### src/rtl/neural_pkg.sv
// Shared types and default constants for the layer sequencer and its MAC unit.
package neural_pkg;

    typedef enum logic [2:0] {
        IDLE,
        LOAD,
        FETCH,
        MAC,
        WRITE,
        DONE
    } state_t;

    localparam int DEF_ADDR_W = 8;
    localparam logic [DEF_ADDR_W-1:0] DEF_END_CODE = '1;
    localparam int DEF_BANK0_BASE = 0;
    localparam int DEF_BANK1_BASE = 20;
    localparam int DEF_MAX_LAYER_SIZE = 20;

endpackage

### src/rtl/mac_sat_unit.sv
// Signed multiply-accumulate with arithmetic shift, saturation to DATA_W and optional ReLU.
module mac_sat_unit #(
    parameter int DATA_W    = 8,
    parameter int ACC_W     = 24,
    parameter int FRAC_BITS = 4
) (
    input  logic              clk,
    input  logic              reset,
    input  logic              clear,
    input  logic              accumulate,
    input  logic              relu,
    input  logic [DATA_W-1:0] sample,
    input  logic [DATA_W-1:0] weight,
    output logic [DATA_W-1:0] result
);

    localparam logic signed [ACC_W-1:0] SAT_MAX = ACC_W'((2 ** (DATA_W - 1)) - 1);
    localparam logic signed [ACC_W-1:0] SAT_MIN = ~SAT_MAX;

    logic signed [ACC_W-1:0] acc;
    logic signed [ACC_W-1:0] sample_ext;
    logic signed [ACC_W-1:0] weight_ext;
    logic signed [ACC_W-1:0] product;
    logic signed [ACC_W-1:0] shifted;

    function automatic logic signed [DATA_W-1:0] saturate(input logic signed [ACC_W-1:0] v);
        if (v > SAT_MAX) return SAT_MAX[DATA_W-1:0];
        if (v < SAT_MIN) return SAT_MIN[DATA_W-1:0];
        return v[DATA_W-1:0];
    endfunction

    function automatic logic signed [DATA_W-1:0] activate(input logic en,
                                                          input logic signed [DATA_W-1:0] v);
        return (en && (v < 0)) ? '0 : v;
    endfunction

    // Operands are sign-extended first so the product wraps modulo 2^ACC_W.
    assign sample_ext = ACC_W'($signed(sample));
    assign weight_ext = ACC_W'($signed(weight));
    assign product    = sample_ext * weight_ext;
    assign shifted    = acc >>> FRAC_BITS;

    always_ff @(posedge clk) begin
        if (!reset) begin
            acc <= '0;
        end else if (clear) begin
            acc <= '0;
        end else if (accumulate) begin
            acc <= acc + product;
        end
    end

    assign result = activate(relu, saturate(shifted));

endmodule

### src/rtl/neural_layer_sequencer.sv
// Runs a fully-connected network layer by layer from a size program, ping-ponging between two neuron banks.
module neural_layer_sequencer
    import neural_pkg::*;
#(
    parameter int DATA_W         = 8,
    parameter int ADDR_W         = DEF_ADDR_W,
    parameter int ACC_W          = 24,
    parameter int FRAC_BITS      = 4,
    parameter int BANK0_BASE     = DEF_BANK0_BASE,
    parameter int BANK1_BASE     = DEF_BANK1_BASE,
    parameter int MAX_LAYER_SIZE = DEF_MAX_LAYER_SIZE,
    parameter logic [ADDR_W-1:0] END_CODE = '1
) (
    input  logic              clk,
    input  logic              reset,
    input  logic              start,
    input  logic              relu_en,
    output logic              busy,
    output logic              done,
    output logic              error,
    output logic [ADDR_W-1:0] instr_addr,
    input  logic [ADDR_W-1:0] instr_data,
    output logic [ADDR_W-1:0] weight_addr,
    input  logic [DATA_W-1:0] weight_data,
    output logic [ADDR_W-1:0] neuro_rd_addr,
    input  logic [DATA_W-1:0] neuro_rd_data,
    output logic [ADDR_W-1:0] neuro_wr_addr,
    output logic [DATA_W-1:0] neuro_wr_data,
    output logic              neuro_we,
    output logic [ADDR_W-1:0] result_base_address,
    output logic [ADDR_W-1:0] result_word_count,
    output logic [ADDR_W-1:0] layers_done
);

    localparam logic [ADDR_W-1:0] BANK0    = ADDR_W'(BANK0_BASE);
    localparam logic [ADDR_W-1:0] BANK1    = ADDR_W'(BANK1_BASE);
    localparam logic [ADDR_W-1:0] MAX_SIZE = ADDR_W'(MAX_LAYER_SIZE);
    localparam logic [ADDR_W-1:0] ONE      = ADDR_W'(1);

    state_t state, next_state;

    logic [ADDR_W-1:0] ip;
    logic [ADDR_W-1:0] prev_size;
    logic [ADDR_W-1:0] cur_size;
    logic [ADDR_W-1:0] i_cnt;
    logic [ADDR_W-1:0] j_cnt;
    logic [ADDR_W-1:0] wptr;
    logic [ADDR_W-1:0] layer_cnt;
    logic [ADDR_W-1:0] res_base;
    logic [ADDR_W-1:0] res_count;
    logic              bank_sel;
    logic              relu_lat;
    logic              err;

    logic [ADDR_W-1:0] rd_base;
    logic [ADDR_W-1:0] wr_base;
    logic              size_legal;
    logic              is_end;
    logic              last_i;
    logic              last_j;
    logic              mac_clear;
    logic              mac_acc;
    logic [DATA_W-1:0] act_out;

    // bank_sel==0 means the current layer reads bank 0 and writes bank 1.
    assign rd_base    = bank_sel ? BANK1 : BANK0;
    assign wr_base    = bank_sel ? BANK0 : BANK1;
    assign size_legal = (instr_data != '0) && (instr_data <= MAX_SIZE);
    assign is_end     = (instr_data == END_CODE);
    assign last_i     = (i_cnt == prev_size - ONE);
    assign last_j     = (j_cnt == cur_size - ONE);

    always_ff @(posedge clk) begin
        if (!reset) begin
            state <= IDLE;
        end else begin
            state <= next_state;
        end
    end

    always_comb begin
        next_state = state;
        mac_clear  = 1'b0;
        mac_acc    = 1'b0;
        case (state)
            IDLE:  if (start) next_state = LOAD;
            LOAD:  next_state = size_legal ? FETCH : DONE;
            FETCH: begin
                mac_clear  = 1'b1;
                next_state = (is_end || !size_legal) ? DONE : MAC;
            end
            MAC: begin
                mac_acc = 1'b1;
                if (last_i) next_state = WRITE;
            end
            WRITE: begin
                mac_clear  = 1'b1;
                next_state = last_j ? FETCH : MAC;
            end
            DONE:    next_state = IDLE;
            default: next_state = IDLE;
        endcase
    end

    always_ff @(posedge clk) begin
        if (!reset) begin
            ip        <= '0;
            prev_size <= '0;
            cur_size  <= '0;
            i_cnt     <= '0;
            j_cnt     <= '0;
            wptr      <= '0;
            layer_cnt <= '0;
            res_base  <= BANK0;
            res_count <= '0;
            bank_sel  <= 1'b0;
            relu_lat  <= 1'b0;
            err       <= 1'b0;
        end else begin
            case (state)
                IDLE: if (start) begin
                    ip        <= '0;
                    wptr      <= '0;
                    layer_cnt <= '0;
                    bank_sel  <= 1'b0;
                    relu_lat  <= relu_en;
                    err       <= 1'b0;
                end
                LOAD: begin
                    prev_size <= instr_data;
                    if (size_legal) ip <= ONE;
                    else            err <= 1'b1;
                end
                FETCH: begin
                    i_cnt <= '0;
                    j_cnt <= '0;
                    if (!is_end) begin
                        if (size_legal) cur_size <= instr_data;
                        else            err      <= 1'b1;
                    end
                end
                MAC: begin
                    i_cnt <= i_cnt + ONE;
                    wptr  <= wptr + ONE;
                end
                WRITE: begin
                    i_cnt <= '0;
                    j_cnt <= j_cnt + ONE;
                    if (last_j) begin
                        prev_size <= cur_size;
                        ip        <= ip + ONE;
                        bank_sel  <= ~bank_sel;
                        layer_cnt <= layer_cnt + ONE;
                        res_base  <= wr_base;
                        res_count <= cur_size;
                    end
                end
                default: ;
            endcase
        end
    end

    mac_sat_unit #(
        .DATA_W   (DATA_W),
        .ACC_W    (ACC_W),
        .FRAC_BITS(FRAC_BITS)
    ) u_mac (
        .clk       (clk),
        .reset     (reset),
        .clear     (mac_clear),
        .accumulate(mac_acc),
        .relu      (relu_lat),
        .sample    (neuro_rd_data),
        .weight    (weight_data),
        .result    (act_out)
    );

    assign busy                = (state != IDLE);
    assign done                = (state == DONE);
    assign neuro_we            = (state == WRITE);
    assign error               = err;
    assign instr_addr          = ip;
    assign weight_addr         = wptr;
    assign neuro_rd_addr       = (state == MAC) ? rd_base + i_cnt : '0;
    assign neuro_wr_addr       = (state == WRITE) ? wr_base + j_cnt : '0;
    assign neuro_wr_data       = (state == WRITE) ? act_out : '0;
    assign result_base_address = res_base;
    assign result_word_count   = res_count;
    assign layers_done         = layer_cnt;

endmodule

### config.mk
export PLATFORM = sky130hd
export DESIGN_NAME = neural_layer_sequencer
export DESIGN_NICKNAME = d
export VERILOG_FILES = /design/src/rtl/neural_pkg.sv /design/src/rtl/mac_sat_unit.sv /design/src/rtl/neural_layer_sequencer.sv
export SDC_FILE = /design/constraint.sdc
export NUM_CORES = 1
export LEC_CHECK = 0
export BUFFER_PORTS_ARGS = -buffer_cell sky130_fd_sc_hd__buf_4
export CAP_MARGIN = 20
export CORE_UTILIZATION = 61
export CTS_BUF_LIST = sky130_fd_sc_hd__clkbuf_16
export CTS_CLUSTER_DIAMETER = 200
export DETAILED_ROUTE_END_ITERATION = 8
export PLACE_DENSITY = 0.89
export SLEW_MARGIN = 30
export SYNTH_ARGS = -nofsm -noshare
export SYNTH_HDL_FRONTEND = slang
export SYNTH_HIERARCHICAL = 1
export SYNTH_SLANG_ARGS = --single-unit
### constraint.sdc
create_clock -name clk -period 8 [get_ports clk]
set_clock_uncertainty 0.15 [all_clocks]
set_input_delay 2 -clock clk [delete_from_list [all_inputs] [get_ports clk]]
set_output_delay 2 -clock clk [all_outputs]
set_load 0.02 [all_outputs]
==> impl_metrics.csv, run 1 <==
group,metric,value,unit
critical_path,critical_path_class,"primary input to flop",
sta,finalHoldViolations,0,
sta,rsz0062_at_grt,"false",
yosys,yosysWarnings,6,
floorplanning,dieArea,15800,um^2
yosys,netlist.area_leader.share,22.3,%
finish,multi_input_area,6870,um^2
flow_run,maxCapViolations,0,
power,vdd_ir_drop_max,385,uV
power,p_leak,4.78,nW
clock_network,cts_max_level,3,
drt,ant_nets,0,
yosys,avgSynthCellArea,8.73,um^2
clock_network,cts-buffers-inserted,9,
drt,via_per_inst,6.02,
finish,syn_to_final_growth,11.9,%
clock_network,clock-sinks,95,
sta,fmax,145,MHz
grt,grt_pass1_wl,38000,um
floorplanning,core,14800,um^2
placed_design,placed_area,10100,um^2
critical_path,crit_arrival,7.03,ns
finish,fill_cells,1139,
floorplanning,ios,96,
power,power.total,3.05,mW
placed_design,dp_hpwl,17200,um
finish,fin_util,70.8,%
critical_path,crit_fanout,9,
grt,grt_max_degree,43,
clock_network,clk_pin_slew_worst_paths,0.07,ns
finish,regArea,1900,um^2
sta,setup_viol,0,
finish,nets,1337,
placed_design,dp.cells,1311,
placed_design,gp_congestion,0.951,
yosys,yosys.area.top_type,"fa_1",
sta,fin_crit,6.91,ns
yosys,netlist_area,9340,um^2
grt,track_usage,29.5,%
min_path,min_path_type,"flop to flop",
floorplanning,die_w,126,um
yosys,synthTopCellsByArea,"fa_1, dfxtp_1, ha_1",
sta,fin_crit_sh,86.3,%
grt,grt_pass1_vias,7933,
finish,stdcell_count,1327,
drt,wl_per_cell,16.6,um
critical_path,critPathLaunchType,"primary input",
grt,overflow,0,
clock_network,cts_tree,"yes",
yosys,synthCells,1070,
floorplanning,rows,44,
drt,drc_errors,0,
yosys,yosys_most_used_dff,"dfxtp_1",
clock_network,cts.path.max_buffers,2,
drt,dr.pass1.iters,5,
yosys,synthDistinctLibCells,75,
grt,antenna_found_initial,0,
power,powerDensity,292,nW/um^2
sta,drv_slew,0,
clock_network,root_buffer,"clkbuf_16",
floorplanning,start_util,63.3,%
drt,num_vias,7989,
status,status,"complete, no violations",
critical_path,end_kind,"flop",
sta,worstMarginPinSlew,0.921,ns
clock_network,clk_latency,0.34,ns
clock_network,ctsHoldBuffers,0,
finish,drive_above_1_share,12.0,%
clock_network,post-cts-setup-buffer-count,0,
sta,setup_tns,0,ns
finish,antenna_cells,0,
yosys,synth_async_sr_flop_share,0,%
drt,drt-initial-drc-count,626,
yosys,synth_edf_count,0,
floorplanning,die_h,126,um
finish,design_area,10400,um^2
yosys,synth_seq_area_share,20.4,%
clock_network,ctsResizeCount,0,
critical_path,cp.required,8.13,ns
sta,relSlewSlack,38.1,%
drt,wirelength,22000,um
yosys,ys_ff_latch,95,
placed_design,port_buffers,89,
==> path summary, 6_finish.rpt <==
| check | start | to | slack, ns | cells after the start |
|---|---|---|---|---|
| hold reg to reg | prev_size[7] | prev_size[7] | 0.32 | 2 |
| setup reg to reg | u_mac/acc[6] | u_mac/acc[23] | 2.99 | 15 |
| hold / removal | prev_size[7] | prev_size[7] | 0.32 | 2 |
| setup / recovery | weight_data[1] | u_mac/acc[23] | 1.09 | 15 |
==> critical path: stages <==
cell and delay, ns:
buf_4 0.12, and2_1 0.54, buf_4 0.32, fa_1 0.47, fa_1 0.54, fa_1 0.44, fa_1 0.49, ha_1 0.31
ha_1 0.37, o21ai_0 0.24, nand2_1 0.09, a21oi_1 0.38, a311oi_2 0.11, or3_2 0.44, a31oi_1 0.16
==> per-stage QoR <==
step | hold WS [ns] | setup slack (ns)
2_1_floorplan | 0.300 | 1.04
3_3_place_gp | 0.316 | 0.841
3_5_place_dp | 0.314 | 0.766
4_1_cts | 0.323 | 1.11
5_1_grt | 0.346 | 0.734
6_report | 0.320 | 1.09
==> flip-flops by register name, summed over array words and instances, names as in the netlist <==
signal and cells:
layers_done 8, error 1, prev_size 8, result_word_count 8
instr_addr 8, i_cnt 8, result_base_address 1, relu_lat 1
bank_sel 1, cur_size 8, j_cnt 8, weight_addr 8
u_mac/acc 24, state 3
==> Yosys cell counts (8+ instances only) <==
| cell | number |
|---|---|
| mux2i_1 | 27 |
| a21oi_1 | 52 |
| ha_1 | 67 |
| nand2_1 | 102 |
| a31oi_1 | 9 |
| xnor2_1 | 23 |
| fa_1 | 104 |
| o21ai_0 | 40 |
| or3_1 | 8 |
| clkbuf_1 | 30 |
| nand3_1 | 39 |
| a211oi_1 | 9 |
| and3_1 | 12 |
| inv_1 | 100 |
| nand4_1 | 14 |
| nand3b_1 | 8 |
| nor2b_1 | 8 |
| nor2_1 | 87 |
| nor3_1 | 15 |
| and2_1 | 60 |
| dfxtp_1 | 95 |
| nand2b_1 | 12 |
| xor2_1 | 19 |
==> layer usage <==
metal | wire (um) | vias up | global-route usage, %
li1 | - | 3766 | -
met1 | 9520 | 3847 | 39.3
met2 | 10500 | 310 | 49.0
met3 | 1310 | 66 | 4.46
met4 | 722 | 0 | 10.7
met5 | 0 | - | 0
==> kinds of logic after synthesis <==
group,synth area share (%)
buffers and inverters,6.32
adders and majority gates,31.4
other,0.0402
AOI/OAI and AO/OA,12.8
muxes,3.26
and+or+nand+nor,21.9
xor gates and xnor gates,3.94
DFF,20.4
==> cells in the final DEF, fill, tap and decap left out, drive strengths merged, types with 8 or more instances in the layout <==
cell type / n
xor2: 19
xnor2: 23
nor2b: 8
nand2b: 12
a31oi: 9
nand2: 102
nand4: 14
and3: 14
a211oi: 10
clkbuf: 9
buf: 97
dfxtp: 95
nor4: 8
or3: 11
nand3: 39
inv: 101
fa: 104
a21oi: 54
nand3b: 8
or4: 8
and2: 60
nor2: 87
ha: 67
mux2i: 27
nor3: 15
a21o: 10
o21ai: 44
==> power by group <==
| part | internal [mW] | leakage (nW) | total, mW | switching, mW |
|---|---|---|---|---|
| Sequential | 0.505 | 0.767 | 0.557 | 0.0520 |
| Combinational | 0.822 | 3.85 | 2.00 | 1.18 |
| Clock | 0.307 | 0.166 | 0.494 | 0.187 |
==> cell type report <==
class | count | share of cell area [%]
clock buffers | 9 | 2.16
clock inverters | 7 | 1.15
inverters | 100 | 3.59
multi-input cells | 835 | 65.7
flip-flops and latches | 95 | 18.2
well taps | 184 | 2.20
repair buffers | 97 | 6.97
Power figures use the tool's default switching activity.
==> run 2, diff against run 1 <==
--- a/config.mk
+++ b/config.mk
@@ -5,13 +5,15 @@
 export SDC_FILE = /design/constraint.sdc
 export NUM_CORES = 1
 export LEC_CHECK = 0
-export BUFFER_PORTS_ARGS = -buffer_cell sky130_fd_sc_hd__buf_4
 export CAP_MARGIN = 20
-export CORE_UTILIZATION = 61
+export CORE_MARGIN = 2
+export CORE_UTILIZATION = 65
 export CTS_BUF_LIST = sky130_fd_sc_hd__clkbuf_16
 export CTS_CLUSTER_DIAMETER = 200
 export DETAILED_ROUTE_END_ITERATION = 8
-export PLACE_DENSITY = 0.89
+export DONT_BUFFER_PORTS = 1
+export PLACE_DENSITY = 0.88
+export REMOVE_ABC_BUFFERS = 1
 export SLEW_MARGIN = 30
 export SYNTH_ARGS = -nofsm -noshare
 export SYNTH_HDL_FRONTEND = slang
==> run 2 against run 1 <==
Non-clock buffer count shrank 89. Flip-flop and latch count is the same. Register-to-register slack is essentially flat. Critical path type unchanged.
==> impl_metrics.csv, run 2 (same netlist as run 1, synthesis figures left out) <==
group,metric,value,unit
finish,drive_above_1_share,4.46,%
floorplanning,ios,96,
floorplanning,core,13900,um^2
drt,ant_nets,0,
clock_network,ctsHoldBuffers,0,
min_path,min_path_type,"flop to flop",
critical_path,critical_path_class,"primary input to flop",
floorplanning,start_util,67.0,%
sta,setup_viol,0,
sta,worstMarginPinSlew,0.931,ns
grt,grt_pass1_vias,7449,
clock_network,root_buffer,"clkbuf_16",
placed_design,port_buffers,0,
power,vdd_ir_drop_max,549,uV
sta,fin_crit,6.83,ns
clock_network,cts_tree,"yes",
finish,nets,1248,
drt,num_vias,7647,
drt,dr.pass1.iters,5,
sta,fmax,146,MHz
clock_network,cts.path.max_buffers,2,
sta,finalHoldViolations,0,
critical_path,timing.rr.start,"u_mac/acc[6]",
clock_network,cts_max_level,3,
drt,drc_errors,0,
sta,fin_crit_sh,85.4,%
clock_network,post-cts-setup-buffer-count,0,
clock_network,clk_pin_slew_worst_paths,0.08,ns
critical_path,crit_fanout,8,
floorplanning,rows,43,
finish,layout_commonest_cell,"fa_1",
power,p_leak,4.28,nW
critical_path,end_kind,"flop",
floorplanning,die_w,124,um
grt,overflow,0,
drt,wl_per_cell,17.2,um
placed_design,placed_area,9430,um^2
status,status,"complete, no violations",
finish,most-common-layout-cells,"fa_1, nand2_1, inv_1, dfxtp_1, nor2_1",
floorplanning,dieArea,15300,um^2
finish,antenna_cells,0,
placed_design,dp_hpwl,16300,um
critical_path,cp.required,8.14,ns
finish,regMostFlops,"u_mac/acc",
floorplanning,die_h,124,um
grt,track_usage,29.1,%
finish,design_area,9710,um^2
sta,relSlewSlack,37.6,%
drt,wirelength,21300,um
finish,fill_cells,1063,
drt,drt-initial-drc-count,701,
grt,grt_max_degree,44,
sta,whs,0.336,ns
grt,antenna_found_initial,0,
clock_network,clock-sinks,95,
min_path,worstHoldStart,"prev_size[7]",
finish,largest_reg_flops,24,
clock_network,cts-buffers-inserted,9,
sta,setup_tns,0,ns
finish,fin_util,69.7,%
sta,drv_slew,0,
grt,grt_pass1_wl,35200,um
critical_path,startpoint,"weight_data[2]",
finish,syn_to_final_growth,3.98,%
clock_network,ctsResizeCount,0,
clock_network,clk_latency,0.35,ns
power,powerDensity,304,nW/um^2
drt,via_per_inst,6.20,
flow_run,maxCapViolations,0,
critical_path,critPathLaunchType,"primary input",
sta,rsz0062_at_grt,"false",
placed_design,gp_congestion,0.925,
critical_path,crit_arrival,6.97,ns
[run 2: changes by cell type in the layout (fill, tap and decap cells not counted), sizes merged]
cell	delta
buf	-89
bufinv	-3
inv	+3
clkinv	-2
clkinvlp	+2
[run 2: final timing paths]
kind	slack [ns]	to	depth (start not counted)
hold / removal	0.34	prev_size[7]	2
hold reg to reg	0.34	prev_size[7]	2
setup reg to reg	2.98	u_mac/acc[20]	16
setup / recovery	1.17	u_mac/acc[20]	14
[run 2: area by class of cell]
class / instances / area (um^2) / share of cell area, %
timing repair buffer: 8 / 60.1 / 0.618
inverter: 100 / 375 / 3.87
sequential: 95 / 1900 / 19.6
clock buffer: 9 / 225 / 2.32
clock inverter: 7 / 57.6 / 0.593
tap: 180 / 225 / 2.32
multi-input combinational: 835 / 6870 / 70.7
[run 2: critical path, cell delays in order]
cell	delay, ns
and2_1	0.22
fa_1	0.59
inv_1	0.36
fa_1	0.62
inv_1	0.06
fa_1	0.46
fa_1	0.49
ha_1	0.31
ha_1	0.36
and4_1	0.28
a21boi_1	0.38
o211ai_1	0.22
a2111oi_0	0.47
nand3b_1	0.16
[run 2: through the flow]
step | setup slack, ns | power [mW] | cells
2_1_floorplan | 1.00 | 2.08 | 1030
3_3_place_gp | 1.01 | 2.45 | 1218
3_5_place_dp | 0.811 | 2.50 | 1218
4_1_cts | 1.18 | 2.93 | 1234
5_1_grt | 0.724 | 3.26 | 1234
6_report | 1.17 | 2.95 | 1234
[run 2: where the power goes]
part,internal (mW),switching [mW],total (mW)
clock network,0.215,0.202,0.417
registers,0.505,0.0562,0.561
logic,0.804,1.17,1.97
[run 2: metal layers]
| metal | wire length (um) | track usage [%] | vias up |
|---|---|---|---|
| li1 | - | - | 3587 |
| met1 | 8840 | 38.8 | 3726 |
| met2 | 10700 | 49.1 | 293 |
| met3 | 1340 | 4.49 | 41 |
| met4 | 408 | 8.95 | 0 |
| met5 | 0 | 0 | - |
